===== src/rtl/pis_serializer_mc.sv =====
// Multi-channel round-robin parallel-in/serial-out serializer for pixel-column route words.
// Optional build macro PIS_PARITY_EN appends an even-parity bit after the data LSB.
module pis_serializer_mc #(
    parameter int DATA_W = 28,
    parameter int N_CH   = 4,
    parameter int CH_W   = 2
) (
    input  logic                     clk_40MHz,
    input  logic                     rst,
    input  logic [N_CH*DATA_W-1:0]   route_data_in,
    input  logic                     shake_hands_spi,
    input  logic [N_CH-1:0]          shake_hands_in,
    output logic [N_CH-1:0]          shake_hands_col,
    output logic [N_CH-1:0]          ack_col,
    output logic                     serial_out,
    output logic                     valid_out,
    output logic [CH_W-1:0]          ch_id_out,
    output logic                     busy
);

`ifdef PIS_PARITY_EN
    localparam int FRAME_LEN = DATA_W + 1;
`else
    localparam int FRAME_LEN = DATA_W;
`endif
    localparam int CNT_W = $clog2(FRAME_LEN);
    localparam logic [CNT_W-1:0] CNT_LAST = CNT_W'(FRAME_LEN - 1);

`ifdef PIS_PARITY_EN
    function automatic logic word_parity(input logic [DATA_W-1:0] w);
        return ^w;
    endfunction
`endif

    logic [CNT_W-1:0]     cnt_r;
    logic [FRAME_LEN-1:0] shreg_r;
    logic [CH_W-1:0]      rr_ptr_r;

    logic [N_CH-1:0]      req_s;
    logic [CH_W-1:0]      grant_s;
    logic                 grant_valid_s;
    logic [DATA_W-1:0]    sel_word_s;
    logic [FRAME_LEN-1:0] load_word_s;

    logic [CNT_W-1:0]     cnt_n;
    logic [FRAME_LEN-1:0] shreg_n;
    logic [CH_W-1:0]      rr_ptr_n;
    logic [CH_W-1:0]      ch_id_n;
    logic                 valid_n;
    logic                 busy_n;
    logic [N_CH-1:0]      ack_n;
    logic [N_CH-1:0]      shc_n;

    // Per-channel request: any nonzero word is a request.
    always_comb begin
        req_s = '0;
        for (int i = 0; i < N_CH; i++) begin
            req_s[i] = |route_data_in[i*DATA_W +: DATA_W];
        end
    end

    // Round-robin pick: first requester at or after rr_ptr, wrapping.
    always_comb begin
        logic [CH_W:0] idx;
        idx           = '0;
        grant_s       = '0;
        grant_valid_s = 1'b0;
        for (int i = 0; i < N_CH; i++) begin
            idx = {1'b0, rr_ptr_r} + (CH_W+1)'(i);
            if (idx >= (CH_W+1)'(N_CH)) begin
                idx = idx - (CH_W+1)'(N_CH);
            end else begin
                idx = idx;
            end
            if (!grant_valid_s && req_s[idx[CH_W-1:0]]) begin
                grant_valid_s = 1'b1;
                grant_s       = idx[CH_W-1:0];
            end else begin
                grant_valid_s = grant_valid_s;
            end
        end
    end

    assign sel_word_s = route_data_in[grant_s*DATA_W +: DATA_W];
`ifdef PIS_PARITY_EN
    assign load_word_s = {sel_word_s, word_parity(sel_word_s)};
`else
    assign load_word_s = sel_word_s;
`endif

    // Next-state: decision slot at cnt == FRAME_LEN-1, otherwise shift.
    always_comb begin
        cnt_n    = cnt_r;
        shreg_n  = shreg_r;
        rr_ptr_n = rr_ptr_r;
        ch_id_n  = ch_id_out;
        valid_n  = 1'b0;
        busy_n   = busy;
        ack_n    = '0;
        shc_n    = '0;
        if (cnt_r == CNT_LAST) begin
            if (grant_valid_s) begin
                shreg_n = load_word_s;
                ch_id_n = grant_s;
                valid_n = 1'b1;
                ack_n   = N_CH'(1'b1) << grant_s;
                cnt_n   = '0;
                busy_n  = 1'b1;
                if (grant_s == CH_W'(N_CH - 1)) begin
                    rr_ptr_n = '0;
                end else begin
                    rr_ptr_n = grant_s + CH_W'(1);
                end
            end else begin
                shreg_n = '0;
                busy_n  = 1'b0;
                shc_n   = {N_CH{shake_hands_spi}} | shake_hands_in;
            end
        end else begin
            shreg_n = {shreg_r[FRAME_LEN-2:0], shreg_r[FRAME_LEN-1]};
            cnt_n   = cnt_r + CNT_W'(1);
            busy_n  = 1'b1;
        end
    end

    // State and output registers.
    always_ff @(posedge clk_40MHz) begin
        if (rst) begin
            cnt_r           <= CNT_LAST;
            shreg_r         <= '0;
            rr_ptr_r        <= '0;
            ch_id_out       <= '0;
            valid_out       <= 1'b0;
            busy            <= 1'b0;
            ack_col         <= '0;
            shake_hands_col <= '0;
        end else begin
            cnt_r           <= cnt_n;
            shreg_r         <= shreg_n;
            rr_ptr_r        <= rr_ptr_n;
            ch_id_out       <= ch_id_n;
            valid_out       <= valid_n;
            busy            <= busy_n;
            ack_col         <= ack_n;
            shake_hands_col <= shc_n;
        end
    end

    assign serial_out = shreg_r[FRAME_LEN-1];

endmodule


===== config.mk =====
export PLATFORM = sky130hd
export DESIGN_NAME = pis_serializer_mc
export DESIGN_NICKNAME = d
export VERILOG_FILES = /design/src/rtl/pis_serializer_mc.sv
export SDC_FILE = /design/constraint.sdc
export NUM_CORES = 1
export LEC_CHECK = 0
export BUFFER_PORTS_ARGS = -buffer_cell sky130_fd_sc_hd__buf_2
export CAP_MARGIN = 20
export CORE_MARGIN = 8
export CORE_UTILIZATION = 47
export CTS_CLUSTER_SIZE = 14
export DETAILED_ROUTE_END_ITERATION = 8
export PLACE_DENSITY_LB_ADDON = 0.08
export SLEW_MARGIN = 10
export SYNTH_ARGS = -nofsm -noshare
export SYNTH_HDL_FRONTEND = slang
export SYNTH_SLANG_ARGS = --single-unit
export TNS_END_PERCENT = 5

===== constraint.sdc =====
create_clock -name clk_40MHz -period 2.34 [get_ports clk_40MHz]
set_input_delay 0.234 -clock clk_40MHz [delete_from_list [all_inputs] [get_ports clk_40MHz]]
set_output_delay 0.234 -clock clk_40MHz [all_outputs]
set_load 0.03 [all_outputs]

Word-level counts from Yosys, hierarchy flattened --
Cells that the tools add are included.
Operators by class: $add $sub $neg 9, multipliers 1, div/mod/pow operators 0, order comparisons 8, eq/ne operators 3, shift operators 2, mux-type cells 27, bitwise operators 3, reductions and logical operators 14
Operators by type and width (number):
- $reduce_or 28->1 | 4
- $shiftx 112x8->28 | 1
- $mux 28 | 2
- $mux 2 | 9
- $lt 2x3->1 const B | 4
- $mux 1 | 10
- $mux 5 | 2
- $ge 3x3->1 const B | 3
- $bmux 1 s2 | 4
- $sub 2x1->2 const B | 4
- $add 2x2->3 const B | 2
- $reduce_or 3->1 | 2
- $add 5x1->5 const B | 1
- $eq 5x5->1 const B | 1
- $mul 2x3->5 const B | 1
- $or 4x4->4 | 1
- $shl 1x2->4 const A | 1
- $add 2x1->3 const B | 1
- $ge 2x3->1 const B | 1
- $logic_and 1x1->1 | 3
- $logic_not 1->1 | 3
- $add 2x1->2 const B | 1
- $eq 2x2->1 const B | 1
- $ne 2x2->1 const B | 1
- other kinds (3) | 4
Storage, ports and cells: bits in registers 47, latch bits 0, memory bits (writable) 0, ROM bits 0, input bits 119, word-level logic and storage cells 75, memories kept 0

Logic depth before layout (Yosys ltp) --
Gate-level depths: netlist of the first run.
depth after elaboration 18, depth in mapped cells 9

Least setup slack after synthesis of the first run --
Ideal clock, no wire load.
kind input to register, start point input route_data_in[57], end point register shreg_r[16], setup time 0.128 ns, arrival time 1.906 ns, slack 0.307 ns, stages on the path 9, cells stage by stage nor4_1 -> nand4_1 -> or2_1 -> o2bb2ai_2 -> a211oi_2 -> buf_6 -> buf_8 -> mux2i_1 -> o221ai_2
On the way: cells in the longest elaborated chain, start to end 17
RTL lines:
- from (decl) | line 10 | input logic [N_CH*DATA_W-1:0] route_data_in,
- $reduce_or 28->1 * | line 58 | req_s[i] = |route_data_in[i*DATA_W +: DATA_W];
- $bmux 1 s2 | line 75 | if (!grant_valid_s && req_s[idx[CH_W-1:0]]) begin
- $mux 1 (implied by the code) | line 75
- $mux 1 | line 75
- $logic_not 1->1 | line 75
- $logic_and 1x1->1 | line 75
- $mux 1 | line 75
- $logic_not 1->1 | line 75
- $logic_and 1x1->1 | line 75
- $mux 1 | line 75
- $logic_not 1->1 | line 75
- $logic_and 1x1->1 | line 75
- $mux 2 | line 75
- $mul 2x3->5 | line 84 | assign sel_word_s = route_data_in[grant_s*DATA_W +: DATA_W];
- $shiftx 112x8->28 | line 84
- $mux 28 * | line 102 | if (grant_valid_s) begin
- $mux 28 * | line 101 | if (cnt_r == CNT_LAST) begin
- to (signal assigned) | line 139 | shreg_r <= shreg_n;
- to (decl) | line 36 | logic [FRAME_LEN-1:0] shreg_r;
Every way passes the cells marked *; elsewhere a longest branch is shown, timed or not. The select of a mux whose other input is x is not followed. A chain may end at the register's enable or synchronous reset.

Final worst setup path of the first run --
start point input route_data_in[58], end point register shreg_r[17]
Same word-level chain as after synthesis.

==> key figures, run 1 <==
Route
  – Pre-antenna DRT Iters: 4
  – Initial DRC Count: 157
  – DRC errors left: 0
  – Final wirelength: 9.61 mm
  – Routed Antenna Nets: 0
  – Vias per inst: 5.75
  – Wire per inst: 18.3 um
  – Via count: between 3k and 4k

Critical path
  – Crit path arrival time: 2490 ps
  – Crit-path max FO: 8
  – Critical path's top delay family: simple AND/OR/NAND/NOR gates
  – Most used cell, CP: buf_4
  – Critical path, cell by cell: buf_2 -> nor4_2 -> nand4_1 -> or2_1 -> o2bb2ai_2 -> a211oi_4 -> buf_4 -> buf_12 -> buf_4 -> mux2i_1 -> o221ai_2
  – CP bufs+invs: 4
  – Startpoint type of the worst setup path: input pin
  – CP max-delay cell: nor4_2
  – Critical Path RT: 2530 ps
  – R2r setup slk: 390 ps
  – Slowest stage delay, CP: 360 ps
  – CP Capture Type: flop
  – WS Path Type: in -> reg

Timing
  – Peak Freq: 0.434 GHz
  – Max Slew Vio Count: 0
  – Setup tns final: 0 ps
  – Fin Clk Skew: 1.85 ps
  – # setup viols final: 0
  – Final worst slack: 35.2 ps
  – Final period util: between 90% and 100%
  – Slew HR: 61.3%
  – Final Critical Period: about 2300 ps
  – Final Hold Fails: 0
  – Worst Tran Pin Value: 581 ps

Floorplanning
  – Die area: 8770 um^2
  – Core Region: around 6000 um^2
  – Initial core utilization: 48.2%
  – Row count: 28
  – Chip width: 93.7 um
  – IO Pins: around 130
  – Die height: 93.7 um

Synthesis
  – Post-synth EDFFs: 0
  – Ys flop type: dfxtp_1
  – Sequential share of the synthesized area: 33.2%
  – Yosys warns: 0
  – Compound-gate portion of the synthesized area: 20.3%
  – Asr flop ratio synth: 0%
  – Register bit total from synthesis: 47
  – Simple-gate area share of the yosys netlist: a little under a fifth
  – Largest family of logic cells by synthesized area: compound AO/OA/AOI/OAI gates
  – Library cells used by synthesis: 45
  – Mapped cell area: 2830 um^2
  – Mux cell area share after synthesis: approximately 20%
  – Post-synthesis adder-cell area fraction: less than 1%
  – Post-Synth XOR/XNOR Area: 0.618%
  – Mapped Cells: between 200 and 300
  – Mean Syn Cell Area: 10.3 um^2
  – Post-synth net total: 396

Clock network
  – Worst-path clk slew: 80 ps
  – CTS buffer count: 5
  – Clk_lat worst skew: 300 ps
  – Longest Clk Path Bufs: 2
  – CTS tree: done
  – CTS root buf: clkbuf_8
  – CTS HTree Levels: 2
  – Clk sinks: 47
  – Hold-fix buffers at CTS: 0

Final layout
  – Proportion of layout cells with a drive suffix above 1: 51.2%
  – Leading cell type in the layout, fill and taps excluded: buf_2
  – Filler Cell Count: 491
  – Most frequent cells in the layout: buf_2 (131), mux2i_1 (51), dfxtp_1 (47), buf_4 (41), nand2_1 (32)
  – Final design utilization: 69.4%
  – Area growth syn-to-layout: 44.2%
  – Ant diodes: 0
  – Layout net count: 571
  – Finished Cell Area: a little over 4000 um^2

Power
  – Leakage power: 1.76 nW
  – Pwr Density: 1020 nW/um^2
  – Worst VDD drop: approximately 500 uV
  – Power, Total: around 4.2 mW

Place
  – Pre-CTS setup slack: -418 ps
  – Detail Placement HPWL: 7.60 mm
  – IO buf count: 131
  – Final RePlAce weighted congestion: 0.889
  – Cell Area, Placed: 3840 um^2

GRT
  – Vias in the first global route: 3,267
  – Antenna violations before repair: 0
  – All-Layer GR Usage: 21.5%
  – Largest net degree at the start of global routing: 29
  – Overflow after GRT: 0
  – First-pass GRT wire length: 15.1 mm

Status
  – Status: complete, no violations

Run
  – Max Cap Viol: 0

Hold path
  – HP Class: in -> reg
[sequential cells by signal, summed over array words and instances, names as in the netlist]
name and flops:
shake_hands_col 4, shreg_r 28, ch_id_out 2, valid_out 1, cnt_r 5, rr_ptr_r 2, busy 1, ack_col 4
[per-layer routing]
layer | GRT usage [%] | part of all wire (%) | vias to the layer above
li1 | - | - | 1444
met1 | 25.7 | 43 | 1421
met2 | 36.8 | 48 | 136
met3 | 5.20 | 7.0 | 23
met4 | 6.87 | 2.5 | 0
met5 | 0 | 0 | -
[synthesized netlist by cell type (2+ instances only)]
| library cell | number | area share (%) |
|---|---|---|
| a211o_1 | 2 | 0.62 |
| buf_12 | 3 | 2.1 |
| o21a_1 | 4 | 1.1 |
| buf_8 | 2 | 1.1 |
| nand4_1 | 4 | 0.88 |
| o221ai_2 | 21 | 11 |
| and3_1 | 3 | 0.66 |
| mux2i_1 | 57 | 20 |
| o221ai_1 | 8 | 2.5 |
| nor3b_1 | 2 | 0.53 |
| clkbuf_1 | 3 | 0.40 |
| nor4_1 | 28 | 6.2 |
| o21bai_1 | 2 | 0.53 |
| dfxtp_1 | 47 | 33 |
| a311oi_1 | 2 | 0.62 |
| a21oi_1 | 4 | 0.71 |
| nor2_1 | 11 | 1.5 |
| nor3_1 | 4 | 0.71 |
| buf_6 | 6 | 2.4 |
| nand2_1 | 32 | 4.2 |
| nand3_1 | 7 | 1.2 |
[final cells by class]
cell class / count / area (um^2) / area share [%]
sequential: 47 / 941 / 23.0
clock buffer: 5 / 68.8 / 1.68
multi-input combinational: 212 / 1760 / 43.1
clock inverter: 2 / 37.5 / 0.919
inverter: 2 / 7.51 / 0.184
timing repair buffer: 183 / 1170 / 28.8
tap: 75 / 93.8 / 2.30
[metrics by stage]
step	hold slack, ps	std cells
floorplan	344	276
global placement	416	508
detailed placement	421	509
CTS	119	516
global route	127	526
finish	120	526
[where the power goes]
part           leakage, nW  switching [mW]  internal [mW]  total [mW]
Clock               0.0502           0.274          0.312       0.586
Combinational         1.33            1.15           1.31        2.46
Sequential           0.384           0.108           1.02        1.13
Total                 1.76            1.53           2.65        4.18
[path summary, 6_finish.rpt]
check	from	end	depth (start not counted)
max	route_data_in[58]	shreg_r[17]	11
min	shake_hands_in[1]	shake_hands_col[1]	2
max reg2reg	rr_ptr_r[0]	shreg_r[17]	8
min reg2reg	shreg_r[2]	shreg_r[3]	2
[repair_timing]
action                                  in CTS  in global routing
pin swaps                                    0                  2
gates resized for setup                      1                  9
gates cloned                                 0                  1
buffers inserted                             0                  9
endpoints found under the setup margin      18                 18
[cells by family (layout without fill, tap and decap cells)]
logic type / Yosys count / after routing
buffers and inverters: 17 / 192
xor gates and xnor gates: 2 / 2
and+or+nand+nor: 101 / 101
AOI/OAI and AO/OA: 51 / 51
adders and majority gates: 1 / 1
DFF: 47 / 47
muxes: 57 / 57
[worst reg2reg max path, cell delays in order (launching register included)]
cell and delay, ps:
dfxtp_1 510, o21bai_1 160, a21oi_1 130, a211oi_4 190, buf_4 180, buf_12 150, buf_4 140, mux2i_1 260
o221ai_2 130
Note: power is estimated with default switching activity, not from simulation.
==> inputs of run 2 (changes only) <==
Settings changed: CORE_UTILIZATION 47 to 43.
Clock period 2.34 ns to 2.1 ns, I/O delays scaled along.
==> run 2 against run 1 <==
Effect of this change:
- the run now ends with setup timing left
- final area rose by 18%
- sequential share of layout area decreased by 3.5 points
- global-route usage fell by 1.1 points
- hold slack got worse by 4.0 ps
- critical endpoint is now shreg_r[27]
==> key figures, run 2 (synthesis gave the netlist of run 1 again) <==
Floorplanning
  – Core Region: around 6300 um^2
  – Die height: 97.2 um
  – Initial core utilization: 44.6%
  – Chip width: 97.2 um
  – IO Pins: 132
  – Die area: 9440 um^2
  – Row count: 29

Timing
  – Peak Freq: 0.462 GHz
  – Fin Clk Skew: 9.93 ps
  – Final Hold Fails: 0
  – Slew HR: a little over three fifths
  – Final period util: 103%
  – Max Slew Vio Count: 0
  – Fin Hold WS: 116 ps
  – RSZ-0062 raised after global routing: yes
  – Final Critical Period: 2160 ps
  – Final worst slack: -64.7 ps
  – # setup viols final: 27
  – Setup tns final: -830 ps
  – Worst Tran Pin Value: 560 ps

Power
  – Leakage power: around 2.0 nW
  – Power, Total: around 5.2 mW
  – Pwr Density: between 1000 and 1500 nW/um^2
  – Worst VDD drop: ~620 uV

Final layout
  – Largest Register: shreg_r
  – Leading cell type in the layout, fill and taps excluded: buf_2
  – Largest register FFs: 28
  – Largest registers: shreg_r: 28 flops, cnt_r: 5 flops
  – Area growth syn-to-layout: 70.3%
  – Layout net count: 601
  – Filler Cell Count: 402
  – Multi-input gate area: 2210 um^2
  – Proportion of layout cells with a drive suffix above 1: between 60% and 70%
  – Final cell count without fillers: 560
  – Finished Cell Area: roughly 4800 um^2
  – Register area: 941 um^2
  – Most frequent cells in the layout: buf_2 (124), buf_4 (69), dfxtp_1 (47), nand2_1 (32), mux2i_1 (25)

Critical path
  – WS Path Type: in -> reg
  – Crit-path max FO: 8
  – Critical path, cell by cell: buf_4 -> nor4_4 -> nand4_1 -> or2_4 -> o2bb2ai_4 -> a211oi_4 -> buf_6 -> buf_12 -> mux2i_2 -> o221ai_2
  – Slowest stage delay, CP: around 350 ps
  – Startpoint type of the worst setup path: input pin
  – Reg2Reg Depth: 7
  – Crit path arrival time: about 2300 ps
  – Crit Reg-Reg Endpoint: shreg_r[27]
  – R2r setup slk: about 180 ps
  – CP Capture Type: flop
  – Worst r2r src: rr_ptr_r[0]
  – CP max-delay cell: a211oi_4
  – Critical Path RT: 2270 ps

Place
  – Cell Area, Placed: roughly 4000 um^2
  – Detail Placement HPWL: 7.62 mm
  – Final RePlAce weighted congestion: about 0.9
  – Post-placement cell count: 540
  – IO buf count: 131

Clock network
  – Clk sinks: 47
  – Worst-path clk slew: 80 ps
  – CTS tree: done
  – CTS HTree Levels: 2
  – Clk_lat worst skew: ~300 ps
  – CTS buffer count: 5
  – CTS root buf: clkbuf_8
  – Longest Clk Path Bufs: 2

Status
  – Failing checks: setup timing
  – Status: complete, but fails checks

Hold path
  – End of the worst hold path: shake_hands_col[1]
  – HP Class: in -> reg
  – Hold Startpoint: shake_hands_in[1]
  – Worst hold path cell count: 2

GRT
  – Antenna violations before repair: 1
  – Largest net degree at the start of global routing: 29
  – First-pass GRT wire length: 16.2 mm
  – Vias in the first global route: 3,377
  – All-Layer GR Usage: 20.4%
  – Overflow after GRT: 0

Route
  – Initial DRC Count: 87
  – Met3 Routed Length: 720 um
  – Pre-antenna DRT Iters: 4
  – Final wirelength: just over 10 mm
  – Via count: 3,171
  – Vias per inst: 5.66
  – WL met2: ~5.1 mm
  – Routed Antenna Nets: 0
  – DRC errors left: 0
  – Top Layer Used: met4
  – Met1 WL: 4.34 mm
  – Wire per inst: 18.5 um

Run
  – Max Cap Viol: 0
run 2: cell types whose count changed in the layout (fill, tap and decap cells not counted), sizes merged:
| cell | before | now |
|---|---|---|
| buf | 182 | 211 |
| clkbuf | 6 | 8 |
| bufinv | 1 | 0 |
| clkinv | 0 | 1 |
| diode | 0 | 1 |
run 2: worst max path at each step:
stage                            from     endpoint  slack (ps)  cells past startpoint
finish              route_data_in[60]  shreg_r[27]         -60                     10
global route        route_data_in[60]  shreg_r[18]        -130                     10
CTS                  route_data_in[2]  shreg_r[23]         -50                     12
detailed placement   route_data_in[5]  shreg_r[26]        -530                     10
global placement     route_data_in[5]  shreg_r[26]        -530                     10
floorplan           route_data_in[57]  shreg_r[16]          90                      9
run 2: timing repair:
action	CTS	global route
cloned	2	2
setup buffers	5	4
resized for setup	58	46
hold buffers	0	0
endpoints found under the setup margin	28	29
pin swaps	13	20
run 2: routing by layer:
layer | vias up | global-route usage (%)
met1 | 1511 | 24.0
met3 | 18 | 5.76
met2 | 135 | 34.7
met4 | 0 | 6.39
li1 | 1507 | -
met5 | - | 0
run 2: layout make-up:
class,count,area share (%)
timing repair buffer,213,30.8
tap,77,2.00
sequential,47,19.5
antenna,1,0.0519
clock inverter,2,0.259
multi-input combinational,212,45.7
clock buffer,6,1.50
inverter,2,0.156
run 2: critical path: cells and delay by family:
kind,cells,cell delay (ps)
and+or+nand+nor,3,780
AOI/OAI and AO/OA,3,610
buffers and inverters,3,460
muxes,1,260
run 2: where the power goes:
group	switching (mW)	total, mW	internal, mW
Clock	0.307	0.540	0.233
Sequential	0.111	1.25	1.14
Combinational	1.54	3.44	1.90
Total	1.95	5.23	3.27
run 2: through the flow:
step	setup WS (ps)	util [%]
4_1_cts	-53.3	70.4
6_report	-64.7	76.0
5_1_grt	-134	76.0
3_3_place_gp	-526	63.0
2_1_floorplan	90.5	-
3_5_place_dp	-534	63.2
==> inputs of run 3 (changes only) <==
Settings changed: ABC_AREA set to 1, CORE_UTILIZATION 43 to 44, CTS_CLUSTER_DIAMETER set to 40, CTS_CLUSTER_SIZE 14 to unset.
==> run 3 against run 2 <==
Effect of this change:
- clock skew is 4.0 ps lower
- the flow still finishes with violations (setup timing)
- final area grew 7.7%
- critical path type is now reg -> reg
- via count up 45%
==> key figures, run 3 <==
Status
  – Status: complete, but fails checks
  – Failing checks: setup timing

GRT
  – All-Layer GR Usage: between 20% and 30%
  – Antenna violations before repair: 0
  – Met2 usage: 44.4%
  – Overflow after GRT: 0
  – First-pass GRT wire length: 20.6 mm
  – Vias in the first global route: 4,540
  – GR peak layer: met2
  – Routing usage on met3: 4.12%
  – Largest net degree at the start of global routing: 35
  – Met1 GRT Util: 28.5%

Place
  – Post-placement cell count: 875
  – Final RePlAce weighted congestion: roughly 0.96
  – IO buf count: 131
  – Detail Placement HPWL: 10.3 mm

Hold path
  – HP Class: in -> reg

Power
  – Worst VDD drop: 545 uV
  – Power, Total: 6.22 mW
  – Leakage power: 2.88 nW
  – Pwr Density: approximately 1200 nW/um^2

Synthesis
  – Largest family of logic cells by synthesized area: simple AND/OR/NAND/NOR gates
  – Mean Syn Cell Area: 5.79 um^2
  – Area leader, netlist: dfxtp_1
  – Register bit total from synthesis: 47
  – Post-synth net total: about 690
  – Post-Synth XOR/XNOR Area: 1.06%
  – Mapped cell area: about 3300 um^2
  – Asr flop ratio synth: 0%
  – Mux cell area share after synthesis: 0%
  – Library cells used by synthesis: 29
  – Area contributors post-synth: dfxtp_1 (29%), nand2_1 (26%), nand3_1 (11%)
  – Mapped Cells: 569
  – Yosys warns: 0
  – Ys flop type: dfxtp_1
  – Compound-gate portion of the synthesized area: under 10%
  – Post-synthesis adder-cell area fraction: less than 1%
  – Simple-gate area share of the yosys netlist: between 50% and 60%
  – Most frequent cells after synthesis: nand2_1 (226), nand3_1 (74), nor2_1 (71)
  – Sequential share of the synthesized area: 28.6%
  – Cell with the most instances after synthesis: nand2_1
  – Synth top area share: 28.6%
  – Post-synth EDFFs: 0

Floorplanning
  – Core Region: between 7000 and 8000 um^2
  – Chip width: 103 um
  – Initial core utilization: a little under half
  – Die area: 10,500 um^2
  – Die height: 103 um
  – Row count: 31
  – IO Pins: 132

Critical path
  – Most used cell, CP: nand3_1
  – Critical path, cell by cell: buf_8 -> nand3_2 -> nand3_1 -> nand2_2 -> nor2_4 -> buf_6 -> nand3_4 -> nand3_4 -> inv_2 -> buf_4 -> nand2_1 -> nand3_1 -> nand3_1 -> nand2_1
  – CP max-delay cell: dfxtp_4
  – CP Capture Type: flop
  – Startpoint type of the worst setup path: flop
  – WS Path Type: reg -> reg
  – Crit path arrival time: 2360 ps
  – Critical Path RT: about 2300 ps
  – Crit-path max FO: 7
  – Slowest stage delay, CP: roughly 430 ps

Timing
  – Fin Clk Skew: 5.93 ps
  – Slew HR: 63.7%
  – Final Hold Fails: 0
  – # setup viols final: 11
  – Max Slew Vio Count: 0
  – Final Critical Period: ~2100 ps
  – Final period util: 102%
  – Final worst slack: -43.1 ps
  – RSZ-0062 raised after global routing: yes
  – Peak Freq: 0.467 GHz
  – Worst Tran Pin Value: 544 ps

Final layout
  – Leading cell type in the layout, fill and taps excluded: nand2_1
  – Largest Register: shreg_r
  – Filler Cell Count: 666
  – Layout net count: between 900 and 1k
  – Ant diodes: 0
  – Proportion of layout cells with a drive suffix above 1: 38.4%
  – Largest register FFs: 28
  – Final design utilization: approximately 70%
  – Final cell count without fillers: roughly 900
  – Most frequent cells in the layout: nand2_1 (221), buf_2 (131), buf_4 (96), nor2_1 (61), nand3_1 (61)
  – Area growth syn-to-layout: 57.8%
  – Largest registers: shreg_r: 28 flops, cnt_r: 5 flops

Clock network
  – Clk sinks: 47
  – Hold-fix buffers at CTS: 0
  – CTS root buf: clkbuf_8
  – Longest Clk Path Bufs: 2
  – CTS buffer count: 5
  – Worst-path clk slew: 100 ps
  – CTS tree: done
  – CTS HTree Levels: 2
  – Clk_lat worst skew: 310 ps

Route
  – Vias per inst: between 5 and 6
  – DRC errors left: 0
  – Final wirelength: 13.9 mm
  – Pre-antenna DRT Iters: 7
  – Routed Antenna Nets: 0
  – Wire per inst: 15.6 um
  – Via count: 4,612
  – Initial DRC Count: 347

Run
  – Max Cap Viol: 0
run 3: cell families after synthesis:
logic type | count (synthesis)
flops | 47
simple gates | 409
compound gates | 26
buf+inv | 82
fa+ha+maj | 1
xor+xnor | 4
run 3: area by class of cell:
cell class | instances | area (um^2) | area share, %
multi-input cells | 440 | 2180 | 41.9
repair buffers | 242 | 1610 | 30.9
flip-flops and latches | 47 | 946 | 18.2
inverters | 59 | 229 | 4.41
well taps | 99 | 124 | 2.38
clock buffers | 5 | 68.8 | 1.32
clock inverters | 3 | 46.3 | 0.891
run 3: power by group:
part / internal, mW / switching, mW / total, mW
Combinational: 1.83 / 2.32 / 4.15
Clock: 0.359 / 0.348 / 0.707
Sequential: 1.21 / 0.152 / 1.36
run 3: stage by stage:
stage                     cell area (um^2)  hold WS, ps  worst slack, ps  TNS, ps
final                                 5200          116            -43.1     -153
after detailed placement              4700          413             -292    -7530
after global placement                4700          411             -193    -4120
after global routing                  5200          118             -148    -2890
after floorplan                       3290          287              203        0
after CTS                             4820          119             10.3        0
run 3: routing by layer:
metal | vias to the layer above | wire [um]
met2 | 259 | 6840
met1 | 2060 | 5320
met4 | 0 | 470
li1 | 2244 | -
met3 | 49 | 1290
met5 | - | 0
run 3: worst paths after layout:
kind	end	cells past startpoint	slack, ps	from
worst min-delay path	shake_hands_col[2]	3	120	shake_hands_in[2]
worst min register to register	shreg_r[11]	2	440	shreg_r[10]
worst max register to register	shreg_r[19]	14	-40	rr_ptr_r[0]
worst max-delay path	shreg_r[19]	14	-40	rr_ptr_r[0]
run 3: worst max-delay path: cells and delay by family, from the launching register on:
| family | cells | cell delay (ps) |
|---|---|---|
| AND/OR/NAND/NOR | 10 | 1060 |
| buffers and inverters | 4 | 530 |
| flip-flops | 1 | 430 |
run 3: timing repair:
action                     in CTS  in global routing
resized for setup               3                 56
setup endpoints to repair      25                 35
gates cloned                    0                  5
buffers inserted                0                  8
pin swaps                       1                 18
